$ cat src/rtl/elevator_pkg.sv
// Shared types and helpers for the lift call scheduler and its LOOK target picker.
package elevator_pkg;

  typedef enum logic [1:0] {
    IDLE,
    ISSUE,
    WAIT_ARRIVE,
    HOME
  } state_e;

  localparam int unsigned MAX_FLOORS = 16;

  function automatic logic [MAX_FLOORS-1:0] onehot_floor(input logic [3:0] floor);
    onehot_floor        = '0;
    onehot_floor[floor] = 1'b1;
  endfunction

  // Positions reported beyond the top served floor are treated as the top floor.
  function automatic int unsigned sat_floor(input int unsigned floor, input int unsigned n_floors);
    return (floor >= n_floors) ? n_floors - 1 : floor;
  endfunction

endpackage

$ cat src/rtl/elevator_scheduler_if.sv
// Target offer / arrival link between the call scheduler (master) and the car controller (slave).
interface elevator_scheduler_if #(
  parameter int unsigned N_FLOORS = 4
);
  localparam int unsigned FW = $clog2(N_FLOORS);

  logic          tgt_valid;
  logic [FW-1:0] tgt_floor;
  logic          tgt_ready;
  logic          arrive;

  modport master (output tgt_valid, tgt_floor, input tgt_ready, arrive);
  modport slave  (input tgt_valid, tgt_floor, output tgt_ready, arrive);
endinterface

$ cat src/rtl/elev_look_picker.sv
// Combinational LOOK target selection: current floor first, then nearest ahead, else nearest behind with a flip.
module elev_look_picker
  import elevator_pkg::*;
#(
  parameter int unsigned N_FLOORS = 4,
  localparam int unsigned FW = $clog2(N_FLOORS)
) (
  input  logic [N_FLOORS-1:0] pending,
  input  logic [FW-1:0]       cur_floor,
  input  logic                sweep_up,
  output logic                found,
  output logic [FW-1:0]       floor,
  output logic                flip
);

  logic [FW-1:0] cur_sat;
  logic [FW-1:0] above;
  logic [FW-1:0] below;
  logic          cur_hit;
  logic          has_above;
  logic          has_below;

  always_comb begin
    cur_sat   = FW'(sat_floor(32'(cur_floor), N_FLOORS));
    cur_hit   = 1'b0;
    has_above = 1'b0;
    has_below = 1'b0;
    above     = '0;
    below     = '0;
    // Ascending scan: first hit above is the nearest above, last hit below is the nearest below.
    for (int unsigned i = 0; i < N_FLOORS; i++) begin
      if (pending[i]) begin
        if (i == 32'(cur_sat)) begin
          cur_hit = 1'b1;
        end else if (i > 32'(cur_sat)) begin
          if (!has_above) begin
            has_above = 1'b1;
            above     = FW'(i);
          end
        end else begin
          has_below = 1'b1;
          below     = FW'(i);
        end
      end
    end

    found = |pending;
    floor = cur_sat;
    flip  = 1'b0;
    if (!cur_hit) begin
      if (sweep_up) begin
        if (has_above) begin
          floor = above;
        end else if (has_below) begin
          floor = below;
          flip  = 1'b1;
        end
      end else begin
        if (has_below) begin
          floor = below;
        end else if (has_above) begin
          floor = above;
          flip  = 1'b1;
        end
      end
    end
  end

endmodule

$ cat src/rtl/elevator_scheduler.sv
// Lift call scheduler: latches calls, issues LOOK-ordered targets over a valid/ready link.
// Optional idle parking at HOME_FLOOR when built with ELEV_HOME_EN defined.
module elevator_scheduler
  import elevator_pkg::*;
#(
  parameter int unsigned N_FLOORS   = 4,
  parameter int unsigned HOME_FLOOR = 0,
  parameter int unsigned HOME_DELAY = 64,
  localparam int unsigned FW = $clog2(N_FLOORS)
) (
  input  logic                 clk,
  input  logic                 rst_n,
  input  logic [N_FLOORS-1:0]  call_req,
  input  logic [FW-1:0]        cur_floor,
  elevator_scheduler_if.master tgt,
  output logic [N_FLOORS-1:0]  pending,
  output logic                 sweep_up,
  output logic                 busy
);

  if (N_FLOORS < 2 || N_FLOORS > MAX_FLOORS || HOME_DELAY < 1 || HOME_FLOOR >= N_FLOORS) begin : g_cfg_check
    $error("elevator_scheduler: unsupported parameter set");
  end

  state_e              state_q, state_d;
  logic [N_FLOORS-1:0] pending_q, pending_d;
  logic [N_FLOORS-1:0] clr;
  logic                tgt_valid_q, tgt_valid_d;
  logic [FW-1:0]       tgt_floor_q, tgt_floor_d;
  logic                sweep_up_q, sweep_up_d;

  logic                pick_found;
  logic [FW-1:0]       pick_floor;
  logic                pick_flip;

  elev_look_picker #(
    .N_FLOORS (N_FLOORS)
  ) u_picker (
    .pending   (pending_q),
    .cur_floor (cur_floor),
    .sweep_up  (sweep_up_q),
    .found     (pick_found),
    .floor     (pick_floor),
    .flip      (pick_flip)
  );

`ifdef ELEV_HOME_EN
  localparam int unsigned CW = $clog2(HOME_DELAY + 1);

  logic [CW-1:0] home_cnt_q, home_cnt_d;
  logic          home_trip_q, home_trip_d;
  logic          home_run;
  logic [FW-1:0] cur_sat;

  assign cur_sat    = FW'(sat_floor(32'(cur_floor), N_FLOORS));
  assign home_run   = (state_q == IDLE) && (pending_q == '0) && (call_req == '0)
                      && (cur_sat != FW'(HOME_FLOOR));
  assign home_cnt_d = home_run ? home_cnt_q + CW'(1) : '0;
  // Marks the outstanding trip as a parking move so its arrive clears no call.
  assign home_trip_d = (state_d == HOME) ? 1'b1
                     : (state_q == WAIT_ARRIVE && tgt.arrive) ? 1'b0
                     : home_trip_q;

  always_ff @(posedge clk or negedge rst_n) begin
    if (!rst_n) begin
      home_cnt_q  <= '0;
      home_trip_q <= 1'b0;
    end else begin
      home_cnt_q  <= home_cnt_d;
      home_trip_q <= home_trip_d;
    end
  end
`endif

  always_comb begin
    state_d     = state_q;
    tgt_valid_d = tgt_valid_q;
    tgt_floor_d = tgt_floor_q;
    sweep_up_d  = sweep_up_q;
    clr         = '0;
    case (state_q)
      IDLE: begin
        if (pick_found) begin
          state_d     = ISSUE;
          tgt_valid_d = 1'b1;
          tgt_floor_d = pick_floor;
          if (pick_flip) sweep_up_d = ~sweep_up_q;
        end
`ifdef ELEV_HOME_EN
        else if (home_run && home_cnt_q == CW'(HOME_DELAY - 1)) begin
          state_d     = HOME;
          tgt_valid_d = 1'b1;
          tgt_floor_d = FW'(HOME_FLOOR);
        end
`endif
      end
      ISSUE, HOME: begin
        if (tgt.tgt_ready) begin
          state_d     = WAIT_ARRIVE;
          tgt_valid_d = 1'b0;
        end
      end
      WAIT_ARRIVE: begin
        if (tgt.arrive) begin
          state_d = IDLE;
`ifdef ELEV_HOME_EN
          if (!home_trip_q)
`endif
          clr = N_FLOORS'(onehot_floor(4'(tgt_floor_q)));
        end
      end
      default: state_d = IDLE;
    endcase
    pending_d = (pending_q | call_req) & ~clr;
  end

  always_ff @(posedge clk or negedge rst_n) begin
    if (!rst_n) begin
      state_q     <= IDLE;
      pending_q   <= '0;
      tgt_valid_q <= 1'b0;
      tgt_floor_q <= '0;
      sweep_up_q  <= 1'b1;
    end else begin
      state_q     <= state_d;
      pending_q   <= pending_d;
      tgt_valid_q <= tgt_valid_d;
      tgt_floor_q <= tgt_floor_d;
      sweep_up_q  <= sweep_up_d;
    end
  end

  assign tgt.tgt_valid = tgt_valid_q;
  assign tgt.tgt_floor = tgt_floor_q;
  assign pending       = pending_q;
  assign sweep_up      = sweep_up_q;
  assign busy          = (state_q != IDLE);

endmodule

$ cat src/flat_wrapper.sv
// flat-port wrapper written by rule: the top's interface ports become plain ports
module elevator_scheduler_flat import elevator_pkg::*;
#(
  parameter int unsigned N_FLOORS   = 4,
  parameter int unsigned HOME_FLOOR = 0,
  parameter int unsigned HOME_DELAY = 64,
  localparam int unsigned FW = $clog2(N_FLOORS)
)
  (clk, rst_n, call_req, cur_floor, pending, sweep_up, busy, tgt_tgt_valid, tgt_tgt_floor, tgt_tgt_ready, tgt_arrive);
  elevator_scheduler_if #(.N_FLOORS(N_FLOORS)) tgt_i ();
  input  logic clk;
  input  logic rst_n;
  input  logic [N_FLOORS-1:0] call_req;
  input  logic [FW-1:0] cur_floor;
  output logic [N_FLOORS-1:0] pending;
  output logic sweep_up;
  output logic busy;
  output wire logic [$bits(tgt_i.tgt_valid)-1:0] tgt_tgt_valid;
  output wire logic [$bits(tgt_i.tgt_floor)-1:0] tgt_tgt_floor;
  input wire logic [$bits(tgt_i.tgt_ready)-1:0] tgt_tgt_ready;
  input wire logic [$bits(tgt_i.arrive)-1:0] tgt_arrive;
  assign tgt_tgt_valid = tgt_i.tgt_valid;
  assign tgt_tgt_floor = tgt_i.tgt_floor;
  assign tgt_i.tgt_ready = tgt_tgt_ready;
  assign tgt_i.arrive = tgt_arrive;
  elevator_scheduler #(.N_FLOORS(N_FLOORS), .HOME_FLOOR(HOME_FLOOR), .HOME_DELAY(HOME_DELAY)) u_core (.clk(clk), .rst_n(rst_n), .call_req(call_req), .cur_floor(cur_floor), .tgt(tgt_i), .pending(pending), .sweep_up(sweep_up), .busy(busy));
endmodule
$ cat config.mk
export PLATFORM = sky130hd
export DESIGN_NAME = elevator_scheduler_flat
export DESIGN_NICKNAME = d
export VERILOG_FILES = /design/src/rtl/elevator_pkg.sv /design/src/rtl/elevator_scheduler_if.sv /design/src/rtl/elev_look_picker.sv /design/src/rtl/elevator_scheduler.sv /design/src/flat_wrapper.sv
export SDC_FILE = /design/constraint.sdc
export NUM_CORES = 1
export LEC_CHECK = 0
export CAP_MARGIN = 0
export CORE_MARGIN = 5
export CORE_UTILIZATION = 40
export CTS_CLUSTER_SIZE = 16
export DETAILED_ROUTE_END_ITERATION = 16
export PLACE_DENSITY = 0.71
export SYNTH_ARGS = -nofsm -noshare
export SYNTH_HDL_FRONTEND = slang
export SYNTH_HIERARCHICAL = 1
export SYNTH_SLANG_ARGS = --single-unit
$ cat constraint.sdc
create_clock -name clk -period 1.7 [get_ports clk]
set_input_delay 0.34 -clock clk [delete_from_list [all_inputs] [get_ports clk]]
set_output_delay 0.34 -clock clk [all_outputs]
set_load 0.02 [all_outputs]
== Word level (Yosys, flattened, before mapping) ==
Cells that the tools add are included.
Word-level totals
  register bits after elaboration: 10
  bits in latches: 0
  memory bits (writable): 0
  ROM bits: 0
  input bits: 10
  output and inout port bits: 9
  logic and storage cells: 105
  memories kept: 0
Operators by class
  add/subtract/negate cells: 0
  multipliers: 0
  div/mod/pow operators: 0
  $lt $le $gt $ge: 5
  eq/ne operators: 9
  shifts and indexed selects: 0
  muxes and demuxes: 71
  bitwise gates (word level): 4
  reduce and logical (&&, ||, !) cells: 11
Operators with widths (count)
  $mux 2: 23
  $mux 1: 43
  $reduce_and 3->1: 3
  $mux 4: 2
  $pmux 2 s3: 1
  $lt 2x5->1 const B: 1
  $and 4x4->4: 1
  $eq 2x2->1 const A: 2
  $eq 2x2->1 const B: 2
  $gt 2x2->1 const A: 2
  $logic_not 2->1: 2
  $ne 2x2->1 const B: 2
  $not 4->4: 1
  $or 4x4->4: 1
  $reduce_bool 2->1: 2
  $reduce_or 4->1: 1
  $demux 1 s2: 1
  $eq 1x2->1 const A: 1
  $eq 2x1->1 const B: 1
  $ge 2x1->1 const B: 1
  $gt 1x2->1 const A: 1
  $ne 2x1->1 const B: 1
  $pmux 1 s2: 1
  $reduce_and 2->1: 1
  other kinds (3): 3

== Longest topological paths before layout ==
  depth after elaboration: 17
  gate-level depth with buffers: 7
  gate-level depth less buffers: 6

== Cells and area by module ==
The synthesis kept the hierarchy.
Modules (own cells, without submodules)
  elevator_scheduler: instances 1, cells each 34, area an instance 402.9 um^2, sequential area each 251.5 um^2
  elev_look_picker: instances 1, cells each 35, area an instance 246.5 um^2, sequential area each 0.0 um^2

== Worst setup path after synthesis ==
Ideal clock, no wire load.
  path kind: register -> register
  start point: register u_core.pending_q[2], in the netlist u_core/pending[2]
  end point: register u_core.sweep_up_q, in the netlist u_core/sweep_up
  setup time: 86 ps
  arrival: 1689 ps
  required time: 1614 ps
  slack: -75 ps
  cell stages (with the launch flop): 7
  path buffers: 1
  period minus slack after synthesis: 1775 ps
  cells stage by stage: dfrtp_1 -> buf_2 -> mux4_2 -> o21bai_4 -> a221oi_2 -> nand3_1 -> xnor2_1
On the way
  longest elaborated chain between the ends: 9
  elaborated cells on any way between the ends: 19
  those cells by class: 17 x mux; 2 x reduce/logical
RTL lines
  start: declaration: RTL line elevator_scheduler.sv:26  | logic [N_FLOORS-1:0] pending_q, pending_d;
  start signal: assignment: RTL line elevator_scheduler.sv:126  | pending_q <= pending_d;
  $mux 1: RTL line elev_look_picker.sv:32  | if (pending[i]) begin
  $mux 1: RTL line elev_look_picker.sv:35  | end else if (i > 32'(cur_sat)) begin
  $mux 1: RTL line elev_look_picker.sv:33  | if (i == 32'(cur_sat)) begin
  $mux 1: RTL line elev_look_picker.sv:32
  $mux 1, on equally long branches: RTL line elev_look_picker.sv:61, elev_look_picker.sv:54
  $mux 1, on equally long branches: RTL line elev_look_picker.sv:59, elev_look_picker.sv:52
  $mux 1: RTL line elev_look_picker.sv:51  | if (sweep_up) begin
  $mux 1 *: RTL line elev_look_picker.sv:50  | if (!cur_hit) begin
  named net u_core.pick_flip: RTL line elevator_scheduler.sv:34  | logic pick_flip;
  $reduce_and 3->1 (no line) *
  end signal: assignment: RTL line elevator_scheduler.sv:129  | sweep_up_q <= sweep_up_d;
  end: declaration: RTL line elevator_scheduler.sv:30  | logic sweep_up_q, sweep_up_d;
The timed path passes the listed nets; every way through them passes the cells marked *.
A chain may end at the register's enable or synchronous reset.

== Worst setup path after layout ==
  start point: register u_core.pending_q[1], in the netlist u_core/pending[1]
  end point: register u_core.sweep_up_q, in the netlist u_core/sweep_up
On the way
  longest elaborated chain between the ends: 12
  elaborated cells on any way between the ends: 27
  those cells by class: 25 x mux; 2 x reduce/logical
RTL lines (RTL line)
  $mux 1: elev_look_picker.sv:32
  $mux 1: elev_look_picker.sv:35
  $mux 1: elev_look_picker.sv:33
  $mux 1: elev_look_picker.sv:32
  $mux 1: elev_look_picker.sv:35
  $mux 1: elev_look_picker.sv:33
  $mux 1: elev_look_picker.sv:32
  $mux 1, on equally long branches: elev_look_picker.sv:61, elev_look_picker.sv:54
  $mux 1, on equally long branches: elev_look_picker.sv:59, elev_look_picker.sv:52
  $mux 1: elev_look_picker.sv:51
  $mux 1 *: elev_look_picker.sv:50
  named net u_core.pick_flip: elevator_scheduler.sv:34
  $reduce_and 3->1 (no line) *
Marks and branches as above.

==> run_results.csv <==
group,metric,value,unit
worst_setup_path,endpoint_kind,"register",
min_path,hold_path.class,"input port to asynchronous set/reset pin",
layout,drive_above_1_share,27.27,%
synth,synth_edf_count,0,
synth,ys_types,34,
synth,yosysSeqAreaShare,38.73,%
layout,fillers,146,
grt,gr-total-overflow,0,
worst_setup_path,r2r_cells,5,
worst_setup_path,critPathLaunchType,"register",
run,drv_cap,0,
clocking,cts_setup_buffers,0,
power_and_ir_drop,irDropWorstVdd,0.7975,mV
clocking,h-tree-depth,1,
outcome,outcome,"completed",
clocking,cts_buffer_depth,2,
power_and_ir_drop,clkPwrFrac,12.0,%
layout,diodes,0,
sta,setup_slack,0.03326,ns
die,die_h,50.29,µm
synth,synth_ff_type,"dfrtp_1",
worst_setup_path,critPathBufInv,0,
sta,hold_viol_final,0,
clocking,cts_tree,"yes",
die,pin_count,19,
sta,fin_crit,1.667,ns
grt,grt_usage,13.52,%
sta,finalSetupViolCount,0,
power_and_ir_drop,combPwrFrac,54.1,%
placed_design,dpl_worst_slack,-0.4199,ns
die,die_area,2529,µm²
synth,async_reset_ff_share,100.0,%
worst_setup_path,reg2reg_from,"u_core/pending[1]",
layout,register_area,252.7,µm²
detailed_routing,detail_route.wl_per_cell,14.61,µm
layout,multi_input_area,369.1,µm²
layout,utilization,63.05,%
worst_setup_path,r2r_end,"u_core/sweep_up",
grt,grt_pass1_vias,617,
clocking,cts_root_buf,"clkbuf_4",
die,core-area,1524,µm²
detailed_routing,drc,0,
clocking,clkTransAtPathRegs,0.07,ns
detailed_routing,wl,1680,µm
grt,grt_pass1_wl,2704,µm
placed_design,dpl.hpwl,1285,µm
grt,antenna_found_initial,0,
synth,synth_area,649.4,µm²
worst_setup_path,cpMaxStageDelayCell,"mux4_2",
die,dieWidth,50.29,µm
worst_setup_path,arrival,1.85,ns
worst_setup_path,ff2ff_setup_slack,0.03,ns
power_and_ir_drop,pwr-share-seq,33.9,%
detailed_routing,dr_total_vias,646,
synth,synth_cells,69,
die,rows,14,
detailed_routing,ant_nets,0,
synth,syn_avg_cell_area,9.411,µm²
worst_setup_path,worst_path_dominant_cell_family,"multiplexers",
power_and_ir_drop,swShare,41.36,%
sta,clock.fmax,600.0,MHz
clocking,insertion_delay,0.26,ns
placed_design,io_buffers,18,
power_and_ir_drop,powerDensity,1432,nW/µm²
sta,fin_crit_sh,98.04,%
power_and_ir_drop,power.leakage,0.4020,nW
sta,tightest_slew,0.4717,ns
detailed_routing,drtIter0Drc,29,
detailed_routing,dr.pass1.iters,4,
worst_setup_path,critPathKind,"register to register",
clocking,clock-sinks,10,
worst_setup_path,cp.required,1.88,ns
clocking,numCtsBuffers,3,
clocking,hold_buffers,0,
placed_design,gp_congestion,0.9027,
grt,grt_max_degree,11,
synth,yosysWarnings,6,
worst_setup_path,cp_max_fo,6,
layout,nNetsFinal,110,
power_and_ir_drop,power.switching,0.0005692,W
synth,synth_seq_cells,10,
synth,synth_nets,79,
sta,clock_skew,0.009586,ns
power_and_ir_drop,finalPower,0.001376,W
worst_setup_path,slowest_delay,0.52,ns
worst_setup_path,path_cells,"mux4_2 -> o21bai_4 -> a221oi_2 -> nand3_1 -> xnor2_1",
detailed_routing,via_per_inst,5.617,
sta,slew_violations,0,
power_and_ir_drop,p_int,0.0008072,W
layout,areaGrowthSynthToFinish,47.98,%
die,initial_core_util,42.61,%
sta,holdWs,0.4066,ns
sta,grt_setup_unrepaired,"yes",
sta,slew_headroom,68.11,%
## final cells by class
type | instances | share of cell area (%)
well taps | 16 | 2.083
multi-input cells | 49 | 38.41
repair buffers | 29 | 27.73
inverters | 7 | 2.734
clock buffers | 4 | 2.734
flip-flops and latches | 10 | 26.30
## state kept, by name (all words and copies together), names as in the netlist
name                  count
u_core/pending            4
u_core/state_q            2
u_core/sweep_up           1
u_core/tgt.tgt_floor      2
u_core/tgt.tgt_valid      1
## per-stage QoR
step	setup TNS, ns	area (µm²)	instances
2_1_floorplan	-0.03920	656.9	69
3_3_place_gp	-1.095	913.4	111
3_5_place_dp	-1.128	913.4	111
4_1_cts	0	932.1	115
5_1_grt	-0.05319	960.9	115
6_report	0	960.9	115
## worst register-to-register path, stage by stage, from the launching register on
cell and delay, ns:
dfrtp_1 0.43, mux4_2 0.52, o21bai_4 0.20, a221oi_2 0.16, nand3_1 0.12, xnor2_1 0.15
## Yosys cell counts (2+ instances only)
cell,number,area share [%]
dfrtp_1,9,35
inv_1,7,4.0
o21ai_0,6,4.6
nor2_1,5,2.9
a21oi_1,4,3.1
nor3_1,4,3.1
mux2_4,2,4.6
nand2_1,2,1.2
nand2b_1,2,1.9
nand4_1,2,1.9
o22a_1,2,2.7
o22ai_1,2,1.9
## cell usage in the layout (no fill, tap or decap), types with 2 or more instances in the layout
master / count
a21oi_1: 4
a221oi_2: 2
buf_4: 10
clkbuf_4: 3
clkdlybuf4s50_1: 9
dfrtp_1: 8
dlygate4sd2_1: 6
dlymetal6s2s_1: 3
inv_1: 6
mux2_4: 2
nand2_1: 2
nand2b_1: 2
nand4_1: 2
nor2_1: 5
nor3_1: 3
o21ai_0: 6
o22a_1: 2
o22ai_1: 2
## timing repair
action	in CTS	in global routing
gates resized for setup	6	8
endpoints found under the setup margin	8	4
pin swaps	0	2
## worst max path at each step
stage	from	to	slack, ns	depth (start not counted)
3_3_place_gp	cur_floor[0]	u_core/tgt.tgt_floor[0]	-0.39	5
3_5_place_dp	cur_floor[0]	u_core/tgt.tgt_floor[0]	-0.42	5
5_1_grt	u_core/pending[1]	u_core/sweep_up	-0.05	5
6_report	u_core/pending[1]	u_core/sweep_up	0.03	5
4_1_cts	cur_floor[1]	u_core/sweep_up	0.008	8
2_1_floorplan	u_core/pending[2]	u_core/tgt.tgt_floor[0]	-0.02	5
## power by group through the flow
stage	logic (W)	clock network (W)	registers (W)
after floorplan	0.000320	0	0.000564
after global placement	0.000762	0	0.000468
after detailed placement	0.000768	0	0.000467
after CTS	0.000739	0.000173	0.000465
after global routing	0.000804	0.000192	0.000486
final	0.000745	0.000165	0.000466
## per-layer routing
layer | GRT usage, % | vias to the layer above | wire (µm)
met5 | 0 | - | 0
met4 | 3.830 | 0 | 0
met3 | 3.550 | 0 | 113
met2 | 21.76 | 20 | 792
met1 | 17.82 | 309 | 774
li1 | - | 317 | -
## kinds of logic (layout without fill, tap and decap cells)
group | after synthesis | in the layout | share of synthesized area (%)
xor gates and xnor gates | 1 | 1 | 1.349
muxes | 3 | 3 | 8.092
DFF | 10 | 10 | 38.73
AOI/OAI and AO/OA | 24 | 24 | 27.75
buffers and inverters | 10 | 40 | 7.128
and+or+nand+nor | 21 | 21 | 16.96
Power figures use the tool's default switching activity.
